==> config.mk <==
export PLATFORM = sky130hd
export DESIGN_NAME = prog_loader
export DESIGN_NICKNAME = d
export VERILOG_FILES = /design/src/rtl/proc_pkg.sv /design/src/rtl/prog_loader.sv
export SDC_FILE = /design/constraint.sdc
export NUM_CORES = 1
export LEC_CHECK = 0
export CAP_MARGIN = 15
export CORE_ASPECT_RATIO = 0.9
export CORE_MARGIN = 1.5
export CORE_UTILIZATION = 30
export DETAILED_ROUTE_END_ITERATION = 8
export DONT_BUFFER_PORTS = 1
export SKIP_LAST_GASP = 1
export SYNTH_ARGS = -nofsm -noshare
export SYNTH_HDL_FRONTEND = slang
export SYNTH_SLANG_ARGS = --single-unit
==> constraint.sdc <==
create_clock -name clk -period 2.3 [get_ports clk]
set_input_delay 0.46 -clock clk [delete_from_list [all_inputs] [get_ports clk]]
set_output_delay 0.46 -clock clk [all_outputs]
set_load 0.03 [all_outputs]
==> src/rtl/proc_pkg.sv <==
// Shared definitions for the program loader: sync byte, default RAM size and
// the loader state encoding.
package proc_pkg;

    localparam logic [7:0] SYNC_BYTE       = 8'hA5;
    localparam int         RAMSIZE_DEFAULT = 64;

    typedef enum logic [2:0] {
        ST_IDLE  = 3'd0,
        ST_LEN   = 3'd1,
        ST_DATA  = 3'd2,
        ST_CHK   = 3'd3,
        ST_FILL  = 3'd4,
        ST_DONE  = 3'd5,
        ST_ERROR = 3'd6
    } loader_state_t;

endpackage

==> src/rtl/prog_loader.sv <==
// Frame-based program loader: SYNC, LEN, payload, CHK -> program RAM, zero fill,
// then releases the core. Define PROG_LOADER_TIMEOUT_EN for the idle timeout.
module prog_loader
    import proc_pkg::*;
#(
    parameter int RAMSIZE = RAMSIZE_DEFAULT,
    parameter int TIMEOUT = 1024
) (
    input  logic       clk,
    input  logic       reset,
    input  logic [7:0] in_data,
    input  logic       in_valid,
    output logic       in_ready,
    output logic       ram_we,
    output logic [7:0] ram_addr,
    output logic [7:0] ram_wdata,
    output logic       core_run,
    output logic       load_done,
    output logic       load_error
);

    localparam logic [8:0] RAMSIZE_W = 9'(RAMSIZE);
    localparam logic [7:0] LAST_ADDR = 8'(RAMSIZE - 1);

    loader_state_t state_q, state_d;
    logic [7:0]    len_q, len_d;
    logic [7:0]    cnt_q, cnt_d;
    logic [7:0]    sum_q, sum_d;
    logic          ram_we_q, ram_we_d;
    logic [7:0]    ram_addr_q, ram_addr_d;
    logic [7:0]    ram_wdata_q, ram_wdata_d;
    logic          load_done_q, load_done_d;
    logic          ready_state;
    logic          accept;
    logic          timeout_hit;

    always_comb begin
        case (state_q)
            ST_IDLE, ST_LEN, ST_DATA, ST_CHK, ST_ERROR: ready_state = 1'b1;
            default:                                    ready_state = 1'b0;
        endcase
    end

    // Held low while reset is asserted so no byte is consumed during reset.
    assign in_ready = ready_state & ~reset;
    assign accept   = in_valid & in_ready;

`ifdef PROG_LOADER_TIMEOUT_EN
    localparam int TW = $clog2(TIMEOUT + 1);
    logic [TW-1:0] idle_q, idle_d;

    always_comb begin
        idle_d      = '0;
        timeout_hit = 1'b0;
        if ((state_q == ST_LEN || state_q == ST_DATA || state_q == ST_CHK) && !accept) begin
            if (idle_q == TW'(TIMEOUT - 1)) begin
                timeout_hit = 1'b1;
            end else begin
                idle_d = idle_q + 1'b1;
            end
        end
    end

    always_ff @(posedge clk or posedge reset) begin
        if (reset) begin
            idle_q <= '0;
        end else begin
            idle_q <= idle_d;
        end
    end
`else
    assign timeout_hit = 1'b0;
`endif

    always_comb begin
        state_d     = state_q;
        len_d       = len_q;
        cnt_d       = cnt_q;
        sum_d       = sum_q;
        ram_we_d    = 1'b0;
        ram_addr_d  = ram_addr_q;
        ram_wdata_d = ram_wdata_q;
        case (state_q)
            ST_IDLE: begin
                if (accept && in_data == SYNC_BYTE) state_d = ST_LEN;
            end
            ST_LEN: begin
                if (accept) begin
                    if (in_data == 8'd0 || {1'b0, in_data} > RAMSIZE_W) begin
                        state_d = ST_ERROR;
                    end else begin
                        len_d   = in_data;
                        sum_d   = 8'd0;
                        cnt_d   = 8'd0;
                        state_d = ST_DATA;
                    end
                end
            end
            ST_DATA: begin
                if (accept) begin
                    ram_we_d    = 1'b1;
                    ram_addr_d  = cnt_q;
                    ram_wdata_d = in_data;
                    sum_d       = sum_q + in_data;
                    cnt_d       = cnt_q + 8'd1;
                    if (cnt_q == len_q - 8'd1) state_d = ST_CHK;
                end
            end
            ST_CHK: begin
                if (accept) begin
                    if (in_data != sum_q) begin
                        state_d = ST_ERROR;
                    end else if ({1'b0, len_q} == RAMSIZE_W) begin
                        state_d = ST_DONE;
                    end else begin
                        state_d = ST_FILL;
                    end
                end
            end
            ST_FILL: begin
                // cnt_q arrives here equal to LEN; it stops at the last address
                // rather than wrapping, so a 256-byte RAM ends cleanly at 255.
                ram_we_d    = 1'b1;
                ram_addr_d  = cnt_q;
                ram_wdata_d = 8'h00;
                if (cnt_q == LAST_ADDR) begin
                    state_d = ST_DONE;
                end else begin
                    cnt_d = cnt_q + 8'd1;
                end
            end
            ST_DONE: begin
                state_d = ST_DONE;
            end
            ST_ERROR: begin
                if (accept && in_data == SYNC_BYTE) state_d = ST_LEN;
            end
            default: begin
                state_d = ST_IDLE;
            end
        endcase
        if (timeout_hit) state_d = ST_ERROR;
        load_done_d = (state_d == ST_DONE) && (state_q != ST_DONE);
    end

    always_ff @(posedge clk or posedge reset) begin
        if (reset) begin
            state_q     <= ST_IDLE;
            len_q       <= 8'd0;
            cnt_q       <= 8'd0;
            sum_q       <= 8'd0;
            ram_we_q    <= 1'b0;
            ram_addr_q  <= 8'd0;
            ram_wdata_q <= 8'd0;
            load_done_q <= 1'b0;
        end else begin
            state_q     <= state_d;
            len_q       <= len_d;
            cnt_q       <= cnt_d;
            sum_q       <= sum_d;
            ram_we_q    <= ram_we_d;
            ram_addr_q  <= ram_addr_d;
            ram_wdata_q <= ram_wdata_d;
            load_done_q <= load_done_d;
        end
    end

    assign ram_we     = ram_we_q;
    assign ram_addr   = ram_addr_q;
    assign ram_wdata  = ram_wdata_q;
    assign load_done  = load_done_q;
    assign core_run   = (state_q == ST_DONE);
    assign load_error = (state_q == ST_ERROR);

endmodule

# Word level (Yosys, flattened, before mapping)
# Index checks and enable logic that the tools add are counted.
classes:
  reduce_logical: 14
  addsub: 3
  n_mux: 24
  bitwise_logic: 4
  n_eq_ne: 17
  order_cmp: 1
op_table:
  columns: ["op", "n"]
  rows:
  - ["$mux 8", 7]
  - ["$pmux 8 s2", 3]
  - ["$pmux 8 s3", 1]
  - ["$mux 3", 7]
  - ["$pmux 3 s6", 1]
  - ["$eq 3x3->1 const B", 4]
  - ["$add 8x1->8 const B", 1]
  - ["$add 8x8->8", 1]
  - ["$eq 8x6->1 const B", 1]
  - ["$eq 8x7->1 const B", 1]
  - ["$eq 8x8->1", 1]
  - ["$eq 8x8->1 const B", 1]
  - ["$gt 8x7->1 const B", 1]
  - ["$logic_not 8->1", 1]
  - ["$ne 2x2->1 const B", 4]
  - ["$ne 8x8->1", 1]
  - ["$sub 8x1->8 const B", 1]
  - ["$eq 3x2->1 const B", 2]
  - ["$reduce_and 5->1", 1]
  - ["$reduce_or 5->1", 1]
  - ["$reduce_and 4->1", 1]
  - ["$reduce_bool 2->1", 2]
  - ["$eq 3x1->1 const B", 1]
  - ["$logic_not 3->1", 1]
  - ["12 further kinds", 17]
word_totals:
  register_bits: 45
  output_inout_bits: 21

# Longest topological paths before layout
depth:
  ltp_word: 10
  mapped_depth: 8
  depth_no_buf: 7

# Least setup slack after synthesis
# OpenSTA, ideal clock, no wires.
synth_path:
  path_type: "input port to flip-flop"
  startpoint: "input in_data[2]"
  endpoint: "register sum_q[7]"
  setup_time_ns: 0.079
  required_time_ns: 2.221
  arrival_ns: 2.030
  path_slack_ns: 0.191
  path_stages: 6
  path_cell_list: "ha_1 > and3_1 > a221o_1 > o41ai_1 > mux2i_1 > mux2i_1"
synth_between:
  elab_chain_len: 4
  word_cells_on_any_way: 8
  cone_classes: "add/sub (1); order compare (1); eq/ne (1); mux (2); reduce/logical (3)"
synth_lines:
  columns: ["element", "line_no", "source"]
  rows:
  - ["from (decl)", "prog_loader.sv:11", "input logic [7:0] in_data,"]
  - ["$gt 8x7->1 or $logic_not 8->1 (tied branches)", "prog_loader.sv:89", "if (in_data == 8'd0 || {1'b0, in_data} > RAMSIZE_W) begin"]
  - ["$logic_or 1x1->1", "prog_loader.sv:89", null]
  - ["$ne 2x2->1 (no line)", null, null]
  - ["$reduce_and 4->1 (no line)", null, null]
  - ["to (signal assigned)", "prog_loader.sv:160", "sum_q <= sum_d;"]
  - ["to (decl)", "prog_loader.sv:28", "logic [7:0] sum_q, sum_d;"]
# Several ways; a longest one is shown, not always the timed one. The select of a mux whose other input is x is not followed.
# A chain may end at the register's enable or synchronous reset.

# Worst setup path after layout
layout_path:
  startpoint: "register sum_q[3]"
  endpoint: "register sum_q[7]"
layout_between:
  elab_chain_len: 3
layout_lines:
  columns: ["element", "line_no", "source"]
  rows:
  - ["$add 8x8->8", "prog_loader.sv:104", "sum_d = sum_q + in_data;"]
  - ["$mux 8", "prog_loader.sv:100", "if (accept) begin"]
  - ["$pmux 8 s2", "prog_loader.sv:83", "case (state_q)"]
# Every way passes these cells. The select of a mux whose other input is x is not followed.

==> impl_metrics.json <==
{
  "synth_top_area_cell": "dfrtp_1",
  "fin_skew_ns": 0.01124,
  "p_clk_share_pct": 19.4,
  "grt_pass1_wl_mm": 10.47,
  "cp.required_ns": 2.54,
  "post_drt_wl_per_cell_um": 15.47,
  "cp_common_cell": "mux2i_1",
  "r2r_slack_ns": 0.18,
  "vdd_drop_max_mv": 0.2995,
  "syn_inst": 282,
  "cp_slowest_cell": "dfrtp_1",
  "drive_above_1_share_pct": 11.38,
  "worstMarginPinSlew_ns": 0.5959,
  "fp.dieW_um": 102.3,
  "synth_fp_nets": 303,
  "cts_resized": 0,
  "crit_path_max_incr_delay_ns": 0.39,
  "via_count": 2079,
  "synth_top_area_share_pct": 42.29,
  "die_y_um": 92.38,
  "rr_startpoint": "sum_q[3]",
  "routabilityCongestion": 0.8637,
  "drc": 0,
  "synth_warnings": 0,
  "p_switching_mw": 1.388,
  "start_util_pct": 30.93,
  "cp.arrival_ns": 2.36,
  "hpwl_mm": 4.552,
  "syn_area_um2": 2663,
  "fp-row-count": 32,
  "reg2reg_to": "sum_q[7]",
  "power_leakage_nw": 1.352,
  "final_cells": 409,
  "final_antenna_net_count": 0,
  "fin_setup_tns_ns": 0,
  "yosys-top-cells-area": "dfrtp_1 42%, nand2_1 6.2%, ha_1 4.2%, xnor2_1 3.6%, o21ai_0 3.2%",
  "io_pins": 32,
  "worstRegToRegCells": 6,
  "rsz0062_at_grt": "no",
  "slew_headroom_pct": 59.24,
  "critical-path-top-delay-family": "compound AO/OA/AOI/OAI gates",
  "status": "complete, no violations",
  "intPower_mw": 1.893,
  "ys_seq_area_share_pct": 42.29,
  "die-area_um2": 9450,
  "ys_ff_latch": 45,
  "cts.sinks": 45,
  "powerDensity_nw_per_um2": 1102,
  "post-cts-setup-buffers": 0,
  "crit_type": "reg -> reg",
  "comb_power_share_pct": 36.3,
  "setup-violations-final": 0,
  "path_clk_slew_ns": 0.10,
  "port_buffers": 0,
  "cap_violations": 0,
  "nets": 310,
  "syn2layout_area_growth_pct": 11.84,
  "cp_max_fo": 5,
  "max_freq_mhz": 472.5,
  "seqPwrFrac_pct": 44.3,
  "globalRouteOverflowTotal": 0,
  "switching_share_pct": 42.31,
  "grt_max_degree": 46,
  "dp_cells": 401,
  "hold_viol_final": 0,
  "drt_pre_antenna_iters": 4,
  "cts_tree": "done",
  "postCtsHoldBufs": 0,
  "antenna_found_initial": 0,
  "grt_pass1_vias": 2059,
  "worstHoldPathType": "in -> async",
  "startpoint": "sum_q[3]",
  "post-route-min-period_ns": 2.117,
  "insertion_delay_ns": 0.31,
  "worstPathCellList": "ha_1 -> and3_1 -> a221o_1 -> o41ai_1 -> mux2i_1 -> mux2i_1",
  "antenna_cells": 0,
  "synth_edf_count": 0,
  "fillers": 881,
  "root_buffer": "clkbuf_8",
  "drt-initial-drc-count": 145,
  "synth_area_per_cell_um2": 9.442,
  "ys.flop_type": "dfrtp_1",
  "min_period_over_period_pct": 92.03,
  "wl_mm": 6.328,
  "htree_levels": 2,
  "worst_setup_path_end_kind": "flop",
  "numCtsBuffers": 5,
  "clk_path_buf_depth": 2,
  "core_area_um2": 8608,
  "synth_cell_types": 55,
  "drv_slew": 0,
  "worstSetupStartpointType": "flop",
  "track_usage_pct": 13.99,
  "crit_buf_inv": 0,
  "async_reset_ff_share_pct": 100.0,
  "viasPerCell": 5.083
}
[layout by cell type, fill, tap and decap left out, types with 2 or more instances in the layout]
cell and count:
xor2_1 7, o41ai_1 2, and4_1 2, nor4_1 6, a21o_1 3, mux2_4 3, a21oi_1 10, and2_1 3
nand3b_1 2, mux2i_1 2, a211oi_1 4, o31ai_1 4, buf_4 13, xnor2_1 11, o22ai_1 5, ha_1 9
clkbuf_8 5, o21ai_0 17, nor3_1 8, nor2b_1 5, inv_1 6, nand2_1 44, a21boi_0 2, nand2b_1 6
nand3_1 5, nor3b_1 2, nor2_1 12, or3_1 4, a22o_1 8, and3_1 6, dfrtp_1 45, inv_6 2
nand4_1 4
[how the worst max path moves through the flow]
stage                           to  cells past startpoint
after floorplan           sum_q[7]                      6
after detailed placement  sum_q[7]                      6
after global placement    sum_q[7]                      6
final                     sum_q[7]                      6
after global routing      sum_q[7]                      6
after CTS                 sum_q[7]                      6
[per-stage QoR]
step,area [um^2],hold slack [ns],utilization (%),total power [mW],setup slack [ns]
after global routing,2978,0.2140,34.59,3.527,0.08570
final,2978,0.1793,34.59,3.281,0.1834
after floorplan,2663,0.4670,-,2.338,0.1907
after detailed placement,2861,0.5111,33.24,2.659,0.09612
after global placement,2861,0.4892,33.24,2.645,0.1240
after CTS,2978,0.1955,34.59,3.302,0.1689
[cell usage after synthesis, types with 3 or more instances]
master	instances
or3_1	4
a21oi_1	10
nand3_1	5
a21o_1	3
clkbuf_1	9
inv_1	7
a211oi_1	4
ha_1	9
a22o_1	8
dfrtp_1	45
nand4_1	4
xnor2_1	11
nor2b_1	5
nor3_1	8
nand2b_1	6
nand2_1	44
o22ai_1	5
nor2_1	12
o21ai_0	17
nor4_1	6
xor2_1	7
mux2_4	3
and2_1	3
and3_1	6
o31ai_1	4
[cell families (layout without fill, tap and decap cells)]
| logic type | after synthesis | count (layout) | share of synthesized area, % |
|---|---|---|---|
| multiplexers | 6 | 6 | 2.866 |
| AND/OR/NAND/NOR | 118 | 118 | 23.07 |
| AO/OA/AOI/OAI | 62 | 62 | 16.31 |
| buffers and inverters | 22 | 30 | 3.712 |
| flip-flops | 45 | 45 | 42.29 |
| adder cells (fa/ha/maj) | 10 | 10 | 4.981 |
| XOR/XNOR | 19 | 19 | 6.767 |
[routing by layer]
layer / track usage (%) / up-vias / part of all wire [%] / routed length, um
met2: 19.87 / 53 / 43 / 2691
met3: 3.245 / 11 / 6.2 / 390
li1: - / 1024 / - / -
met1: 20.86 / 991 / 49 / 3109
met4: 4.338 / 0 / 2.2 / 137
met5: 0 / - / 0 / 0
[sequential cells by signal, summed over array words and instances (netlist names)]
signal     count
state_q        3
ram_addr       8
load_done      1
ram_wdata      8
sum_q          8
cnt_q          8
len_q          8
ram_we         1
[layout make-up]
class                           count  area (um^2)  area share, %
Clock inverter                      3        47.55          1.597
Clock buffer                        5        68.82          2.311
Inverter                            8        31.28          1.050
Sequential cell                    45         1126          37.82
Tap cell                          119        148.9          5.000
Multi-Input combinational cell    215         1438          48.28
Timing Repair Buffer               14        117.6          3.950
[power groups by stage]
stage | clock (mW) | sequential, mW | combinational [mW]
3_5_place_dp | 0 | 1.47 | 1.19
6_report | 0.637 | 1.45 | 1.19
3_3_place_gp | 0 | 1.47 | 1.18
5_1_grt | 0.685 | 1.49 | 1.35
4_1_cts | 0.651 | 1.46 | 1.19
2_1_floorplan | 0 | 1.39 | 0.945
Power figures use the tool's default switching activity.
